**src/rtl/timer_pkg.sv**
```systemverilog
// Shared types and limits for the minutes:seconds countdown timer.
package timer_pkg;

    typedef enum logic [1:0] {
        IDLE    = 2'd0,
        RUN     = 2'd1,
        PAUSE   = 2'd2,
        EXPIRED = 2'd3
    } timer_state_t;

    localparam logic [7:0] MAX_MIN = 8'd99;
    localparam logic [7:0] MAX_SEC = 8'd59;

    // Saturate a binary preset to an upper limit.
    function automatic logic [7:0] clamp8(input logic [7:0] v, input logic [7:0] lim);
        return (v > lim) ? lim : v;
    endfunction

endpackage

```
**src/rtl/tick_prescaler.sv**
```systemverilog
// Divides the system clock down to a one-cycle tick every TICK_DIV enabled cycles.
// Holding en low freezes the count, so a partial period survives a pause.
module tick_prescaler #(
    parameter int TICK_DIV = 50_000_000
) (
    input  logic clk,
    input  logic rst,
    input  logic en,
    input  logic clr,
    output logic tick
);

    localparam int W = $clog2(TICK_DIV);
    localparam logic [W-1:0] LAST = W'(TICK_DIV - 1);

    logic [W-1:0] cnt;

    // Tick is combinational so the consumer acts on the same edge that rolls the count over.
    assign tick = en && (cnt == LAST);

    // Clear wins over counting; otherwise count modulo TICK_DIV while enabled.
    always_ff @(posedge clk or posedge rst) begin
        if (rst) begin
            cnt <= '0;
        end else if (clr) begin
            cnt <= '0;
        end else if (en) begin
            if (cnt == LAST) begin
                cnt <= '0;
            end else begin
                cnt <= cnt + 1'b1;
            end
        end
    end

endmodule

```
**src/rtl/countdown_timer.sv**
```systemverilog
// Down-counting mm:ss timer with preset load, pause/resume and expiry flag.
// All outputs are registered; dbg_state mirrors the FSM state for checkers.
module countdown_timer
    import timer_pkg::*;
#(
    parameter int TICK_DIV = 50_000_000
) (
    input  logic         clk,
    input  logic         rst,
    input  logic         load,
    input  logic [7:0]   load_min,
    input  logic [7:0]   load_sec,
    input  logic         start,
    output logic [7:0]   min,
    output logic [7:0]   sec,
    output logic         running,
    output logic         done,
    output logic         expired,
    output timer_state_t dbg_state
);

    timer_state_t state;
    logic         tick;
    logic [7:0]   dec_min;
    logic [7:0]   dec_sec;
    logic         dec_zero;

    assign dbg_state = state;

    // Prescaler only advances in RUN; a load restarts the second from zero.
    tick_prescaler #(
        .TICK_DIV(TICK_DIV)
    ) u_prescaler (
        .clk (clk),
        .rst (rst),
        .en  (state == RUN),
        .clr (load),
        .tick(tick)
    );

    // Next count value after one second elapses, borrowing from minutes at :00.
    always_comb begin
        dec_min = min;
        dec_sec = sec;
        if (sec != 8'd0) begin
            dec_sec = sec - 8'd1;
        end else if (min != 8'd0) begin
            dec_min = min - 8'd1;
            dec_sec = MAX_SEC;
        end
        dec_zero = (dec_min == 8'd0) && (dec_sec == 8'd0);
    end

    // FSM and count registers; load overrides everything, including a same-cycle tick.
    always_ff @(posedge clk or posedge rst) begin
        if (rst) begin
            state   <= IDLE;
            min     <= 8'd0;
            sec     <= 8'd0;
            running <= 1'b0;
            done    <= 1'b0;
            expired <= 1'b0;
        end else if (load) begin
            state   <= IDLE;
            min     <= clamp8(load_min, MAX_MIN);
            sec     <= clamp8(load_sec, MAX_SEC);
            running <= 1'b0;
            done    <= 1'b0;
            expired <= 1'b0;
        end else begin
            done <= 1'b0;
            case (state)
                IDLE: begin
                    if (start && ((min != 8'd0) || (sec != 8'd0))) begin
                        state   <= RUN;
                        running <= 1'b1;
                    end
                end
                RUN: begin
                    if (tick) begin
                        min <= dec_min;
                        sec <= dec_sec;
                        if (dec_zero) begin
                            state   <= EXPIRED;
                            running <= 1'b0;
                            done    <= 1'b1;
                            expired <= 1'b1;
                        end else if (!start) begin
                            state   <= PAUSE;
                            running <= 1'b0;
                        end
                    end else if (!start) begin
                        state   <= PAUSE;
                        running <= 1'b0;
                    end
                end
                PAUSE: begin
                    if (start) begin
                        state   <= RUN;
                        running <= 1'b1;
                    end
                end
                EXPIRED: begin
                    expired <= 1'b1;
                end
                default: begin
                    state   <= IDLE;
                    running <= 1'b0;
                end
            endcase
        end
    end

endmodule

```
**config.mk**
```make
export PLATFORM = sky130hd
export DESIGN_NAME = countdown_timer
export DESIGN_NICKNAME = d
export VERILOG_FILES = /design/src/rtl/timer_pkg.sv /design/src/rtl/tick_prescaler.sv /design/src/rtl/countdown_timer.sv
export SDC_FILE = /design/constraint.sdc
export NUM_CORES = 1
export LEC_CHECK = 0
export CAP_MARGIN = 15
export CORE_UTILIZATION = 50
export DETAILED_ROUTE_END_ITERATION = 10
export GPL_ROUTABILITY_DRIVEN = 1
export GPL_TIMING_DRIVEN = 0
export PLACE_DENSITY_LB_ADDON = 0.25
export SKIP_CTS_REPAIR_TIMING = 1
export SYNTH_ARGS = -nofsm -noshare
export SYNTH_HDL_FRONTEND = slang
export SYNTH_SLANG_ARGS = --single-unit
export TNS_END_PERCENT = 30
```
**constraint.sdc**
```tcl
create_clock -name clk -period 2.4 [get_ports clk]
set_clock_uncertainty 0.15 [all_clocks]
set_input_delay 0.48 -clock clk [delete_from_list [all_inputs] [get_ports clk]]
set_output_delay 0.48 -clock clk [all_outputs]
set_load 0.03 [all_outputs]
```
== Word-level counts from Yosys, hierarchy flattened ==
Index checks and enable logic that the tools add are counted.

* Memories: 0
* Bits in latches: 0
* Register bits: 47
* RAM bits: 0
* ROM bits: 0

* Bitwise logic cells: 0
* Multiplexer cells: 37
* Add/sub/neg operators: 3
* Order comparisons: 2
* Reductions and logical operators: 16
* Shift-type cells: 0
* Div/mod/pow operators: 0
* Eq/ne operators: 8
* $mul: 0

{| class="wikitable"
|+ Operators by type and width
! cell !! count
|-
| 8-bit 2-to-1 mux || 12
|-
| 26-bit 2-to-1 mux || 3
|-
| 26-bit by 1-bit adder with 26-bit output, second input constant || 1
|-
| 26-bit equality test, second input constant || 1
|-
| 8-bit zero test || 2
|-
| 8-bit nonzero test || 2
|-
| 8-bit by 1-bit subtractor with 8-bit output, second input constant || 2
|-
| 1-bit 2-to-1 mux || 13
|-
| 2-bit 2-to-1 mux || 6
|-
| 3-bit != test, second input constant || 4
|-
| 8-bit by 6-bit greater-than comparator with 1-bit output, second input constant || 1
|-
| 8-bit by 7-bit greater-than comparator with 1-bit output, second input constant || 1
|-
| 2-bit case mux with 3 select lines || 1
|-
| 3-bit AND reduction || 2
|-
| 2-bit equality test, second input constant || 2
|-
| 2-bit nonzero test || 2
|-
| 4-bit nonzero test || 1
|-
| 1-bit logical AND || 3
|-
| 1-bit case mux with 3 select lines || 1
|-
| 3-bit nonzero test || 1
|-
| 2-bit by 1-bit equality test with 1-bit output, second input constant || 1
|-
| 2-bit zero test || 1
|-
| 1-bit case mux with 2 select lines || 1
|-
| 2-bit AND reduction || 1
|-
| 1-bit logical OR || 1
|}

== Logic depth before layout (Yosys ltp) ==
* Depth in word-level cells: 9
* Gate-level depth with buffers: 9

== By module ==
Synthesis repeated with hierarchy kept, for this count alone.

* Cells, all modules: 343
* Area total of the unflattened synthesis: 3027.9 um2

{| class="wikitable"
|+ By module, submodules not included
! module !! area an instance (um2) !! cells an instance !! times used
|-
| countdown_timer || 1621.6 || 193 || 1
|-
| tick_prescaler || 1406.3 || 150 || 1
|}

== Worst setup path after synthesis ==
No wires, ideal clock.

* Path type: register to register
* Start point: register sec[0]
* End point: register running
* Clock period less this slack: 2.571 ns
* Arrival: 2.298 ns
* Path buffers: 1
* Stages on the path, launching flop included: 10
* Setup slack: -0.171 ns
* Required time: 2.126 ns
* Cells stage by stage: dfrtp_1 buf_4 inv_1 ha_1 or3b_2 nor2_1 nand2_1 a31oi_1 nor2_1 o31a_1

* Word-level cells in the longest chain between the ends: 8
* Elaborated cells on any way between the ends: 16

{| class="wikitable"
|+ RTL lines
! what !! line !! RTL
|-
| from (decl) || countdown_timer.sv:15 || <nowiki>output logic [7:0] sec,</nowiki>
|-
| from (signal assigned) || countdown_timer.sv:66 || <nowiki>sec <= clamp8(load_sec, MAX_SEC);</nowiki>
|-
| from (signal assigned) || countdown_timer.sv:82 || <nowiki>sec <= dec_sec;</nowiki>
|-
| 8-bit by 1-bit subtractor with 8-bit output (tied with other cells) || countdown_timer.sv:46 || <nowiki>dec_sec = sec - 8'd1;</nowiki>
|-
| 8-bit 2-to-1 mux || countdown_timer.sv:45 || <nowiki>if (sec != 8'd0) begin</nowiki>
|-
| 8-bit zero test || countdown_timer.sv:51 || <nowiki>dec_zero = (dec_min == 8'd0) && (dec_sec == 8'd0);</nowiki>
|-
| 1-bit logical AND || countdown_timer.sv:51 ||
|-
| 1-bit 2-to-1 mux || countdown_timer.sv:83 || <nowiki>if (dec_zero) begin</nowiki>
|-
| 1-bit 2-to-1 mux || countdown_timer.sv:80 || <nowiki>if (tick) begin</nowiki>
|-
| 1-bit case mux with 3 select lines || countdown_timer.sv:72 || <nowiki>case (state)</nowiki>
|-
| 1-bit 2-to-1 mux || countdown_timer.sv:63 || <nowiki>end else if (load) begin</nowiki>
|-
| to (signal assigned) || countdown_timer.sv:67 || <nowiki>running <= 1'b0;</nowiki>
|-
| to (signal assigned) || countdown_timer.sv:76 || <nowiki>running <= 1'b1;</nowiki>
|-
| to (signal assigned) || countdown_timer.sv:85 || <nowiki>running <= 1'b0;</nowiki>
|-
| to (decl) || countdown_timer.sv:16 || <nowiki>output logic running,</nowiki>
|}

Parallel ways exist; a longest one is shown, timed or not.
A chain may end at the register's enable or synchronous reset.

== Worst setup path after layout ==
* Start point: register sec[5]
* End point: register state[0], in the netlist dbg_state[0]

* Word-level cells in the longest chain between the ends: 8
* Elaborated cells on any way between the ends: 16

{| class="wikitable"
|+ RTL lines
! what !! line !! RTL
|-
| 8-bit by 1-bit subtractor with 8-bit output (tied with other cells) || countdown_timer.sv:46 ||
|-
| 8-bit 2-to-1 mux || countdown_timer.sv:45 ||
|-
| 8-bit zero test || countdown_timer.sv:51 ||
|-
| 1-bit logical AND || countdown_timer.sv:51 ||
|-
| 2-bit 2-to-1 mux || countdown_timer.sv:83 ||
|-
| 2-bit 2-to-1 mux || countdown_timer.sv:80 ||
|-
| 2-bit case mux with 3 select lines || countdown_timer.sv:72 ||
|-
| 2-bit 2-to-1 mux || countdown_timer.sv:63 ||
|-
| to (signal assigned) || countdown_timer.sv:64 || <nowiki>state <= IDLE;</nowiki>
|-
| to (signal assigned) || countdown_timer.sv:75 || <nowiki>state <= RUN;</nowiki>
|-
| to (signal assigned) || countdown_timer.sv:84 || <nowiki>state <= EXPIRED;</nowiki>
|-
| to (decl) || countdown_timer.sv:22 || <nowiki>timer_state_t state;</nowiki>
|}

Parallel ways exist; a longest one is shown, timed or not.

==> summary.md <==
| Metric | Value |
|---|---|
| Total placed cells including tap cells | 466 |
| Root Driver | clkbuf_8 |
| Floorplan row count | 28 |
| Final worst-path cycle share | 1.08 |
| Initial antenna violation count | 0 |
| P_sw | 0.523 mW |
| Most frequent cells in the layout | dfrtp_1, nor2_1, clkdlybuf4s50_1 |
| Tmin final | 2600 ps |
| Setup ws final | -202 ps |
| Number of synthesized flops with an enable pin | 0 |
| Total Routing Usage GR | 0.258 |
| Post-route ant nets | 0 |
| Relative slew slack | 0.546 |
| Diodes inserted | 0 |
| CP Capture Type | flip-flop |
| Final Net Count | 442 |
| Worst VDD drop | 0.278 mV |
| Register share of total power | 0.494 |
| Pwr Total | 1.73 mW |
| Final setup TNS | -1220 ps |
| Top Ports | 41 |
| Vias in the first global route | 2713 |
| Clock power share | 0.297 |
| Critical Path Start Type | flip-flop |
| Worst slew pin tran | 681 ps |
| Max Cap Viol | 0 |
| CTS sink count | 47 |
| Routed wire per std cell | 18.0 µm |
| Critical path type | reg -> reg |
| GPL Wtd Cong | 0.888 |
| Area Growth Syn to Fin | 31.6% |
| Post-Route WL | 8810 µm |
| Sw frac | 0.302 |
| Mux cell area share after synthesis | 0.0206 |
| Worst-skew pair later-pin latency | 300 ps |
| Post-Syn Nets | 379 |
| Asr flop ratio synth | 1.00 |
| Xor/xnor share of the synthesized area | 0.0575 |
| Synth Area in Adders | 0.0329 |
| Compound-Gate Fraction of Synth Area | 0.174 |
| Area contributors post-synth | dfrtp_1, nor2_1, o21ai_0 |
| Grt total ovfl | 0 |
| Commonest non-fill, non-tap cell in the layout | dfrtp_1 |
| Synth Flop Type | dfrtp_1 |
| Post-Syn Area | 0.00304 mm² |
| Status | complete, but fails checks |
| # DRC | 0 |
| Largest family of logic cells by synthesized area | simple AND/OR/NAND/NOR gates |
| Synth Area in Simple Gates | 0.287 |
| Die width | 80.0 µm |
| Fmax achieved | 384 MHz |
| Pwr per Cell Area | 432 mW/mm² |
| Part of the Yosys area used for sequential elements | 0.386 |
| Clock buffer depth | 2 |
| Average size of a mapped cell | 8.67 µm² |
| Drt initial violations | 263 |
| Initial Utilization | 0.517 |
| Final Non-Filler Cells | 490 |
| Ys Warns | 0 |
| I/O Buffers | 39 |
| Die height | 80.0 µm |
| Total Die Area | 0.00640 mm² |
| Core area | 0.00589 mm² |
| Comb pwr share | 0.209 |
| Hold WC Path Type | in -> async |
| CP max FO | 4 |
| Clock Pin Slew Worst Setup and Hold Paths | 100 ps |
| Vias | 3120 |
| Worst EP arrival | 2670 ps |
| Failing checks | negative setup slack |
| Syn Inst Count | 351 |
| DP HPWL | 5740 µm |
| Pleak | 1.60 nW |
| # H-tree levels | 2 |
| Worst Path Required | 2470 ps |
| End-of-flow core utilization | 0.681 |
| Avg Vias per Cell | 6.37 |
| Num CTS Buffers | 5 |
| Synth cell types | 61 |
| Post-synth top area share | 0.386 |
| RSZ-0062 raised after global routing | yes |
| Slew Limit Fails | 0 |
| Share of cells above drive strength 1 | 0.200 |
| Final Hold Viols | 0 |
| Internal | 1.21 mW |
| Setup-failing EPs final | 14 |
| CTS tree | yes |
| DP Worst Slack | -322 ps |
| Largest net degree at the start of global routing | 43 |
| Post-synth top area cell | dfrtp_1 |
| Drt pass-1 iters | 5 |
| First-pass GRT wire length | 13000 µm |
| Synth Register Bits | 47 |
[sequential cells by signal, indices dropped and copies added (netlist names)]
register,flops
u_prescaler.cnt,26
running,1
min,8
sec,8
done,1
expired,1
dbg_state,2
[metrics by stage]
stage                     hold slack, ps  instance area [µm²]
final                                231                 4010
after global routing                 259                 4010
after CTS                            235                 3680
after detailed placement             326                 3580
after global placement               323                 3560
after floorplan                      296                 3080
[layout make-up]
class	count	area [µm²]
Tap cell	75	93.8
Inverter	14	52.6
Multi-Input combinational cell	278	1950
Timing Repair Buffer	58	556
Buffer	10	77.6
Fill cell	463	1880
Sequential cell	47	1180
Clock inverter	2	16.3
Clock buffer	6	82.6
[critical path, stage by stage (launching register included)]
cell,delay [ps]
dfrtp_1,410
buf_6,140
or4_4,530
o41ai_4,360
o2111ai_2,240
nor3_4,250
nand4_1,180
a221oi_2,270
[per-layer routing]
| layer | vias up | global-route usage | part of all wire |
|---|---|---|---|
| met1 | 1477 | 0.360 | 0.43 |
| met2 | 192 | 0.418 | 0.48 |
| met4 | 0 | 0.0643 | 0.025 |
| li1 | 1421 | - | - |
| met3 | 30 | 0.0377 | 0.074 |
| met5 | - | 0 | 0 |
[Yosys cell counts (2+ instances only)]
library cell,number
nand3_1,17
nand2b_1,4
ha_1,8
and3_1,7
buf_4,4
a21o_1,3
buf_2,5
inv_1,14
or4_1,4
xor2_1,10
nor2_1,44
o311ai_0,2
mux2_2,2
dfrtp_1,47
a31oi_1,7
nand4_1,11
nand2_1,27
nor4b_1,2
clkbuf_1,2
nor4_1,7
and2_1,3
xnor2_1,10
o31ai_1,5
nor3b_1,4
nor3_1,9
mux2i_1,4
and4_2,2
a211oi_1,2
nor3_2,3
or2_2,2
a21oi_1,17
nor2b_1,5
o21ai_0,26
and4_1,3
o22a_1,3
[cells by family (layout without fill, tap and decap cells)]
family	count (synthesis)	count (layout)
and+or+nand+nor	163	163
AOI/OAI and AO/OA	81	81
DFF	47	47
buffers and inverters	26	90
xor gates and xnor gates	20	20
adders and majority gates	8	8
muxes	6	6
[power groups by stage]
stage | clock network [mW] | logic [mW] | registers, mW
floorplan | 0 | 0.153 | 0.897
global placement | 0 | 0.307 | 0.864
detailed placement | 0 | 0.317 | 0.864
CTS | 0.521 | 0.319 | 0.849
global route | 0.562 | 0.390 | 0.858
finish | 0.514 | 0.361 | 0.855
[final timing paths]
kind / end / start / slack, ps / cells after the start
worst max-delay path: dbg_state[0]$_DFFE_PP0P_ / sec[5]$_DFFE_PP0P_ / -200 / 7
worst min-delay path: min[0]$_DFFE_PP0P_ / rst / 230 / 2
worst max register to register: dbg_state[0]$_DFFE_PP0P_ / sec[5]$_DFFE_PP0P_ / -200 / 7
worst min register to register: u_prescaler.cnt[25]$_DFFE_PP0P_ / u_prescaler.cnt[25]$_DFFE_PP0P_ / 350 / 1
max in group asynchronous: sec[1]$_DFFE_PP0P_ / rst / 1390 / 3
min in group clk: u_prescaler.cnt[25]$_DFFE_PP0P_ / u_prescaler.cnt[25]$_DFFE_PP0P_ / 350 / 1
Power figures use the tool's default switching activity.
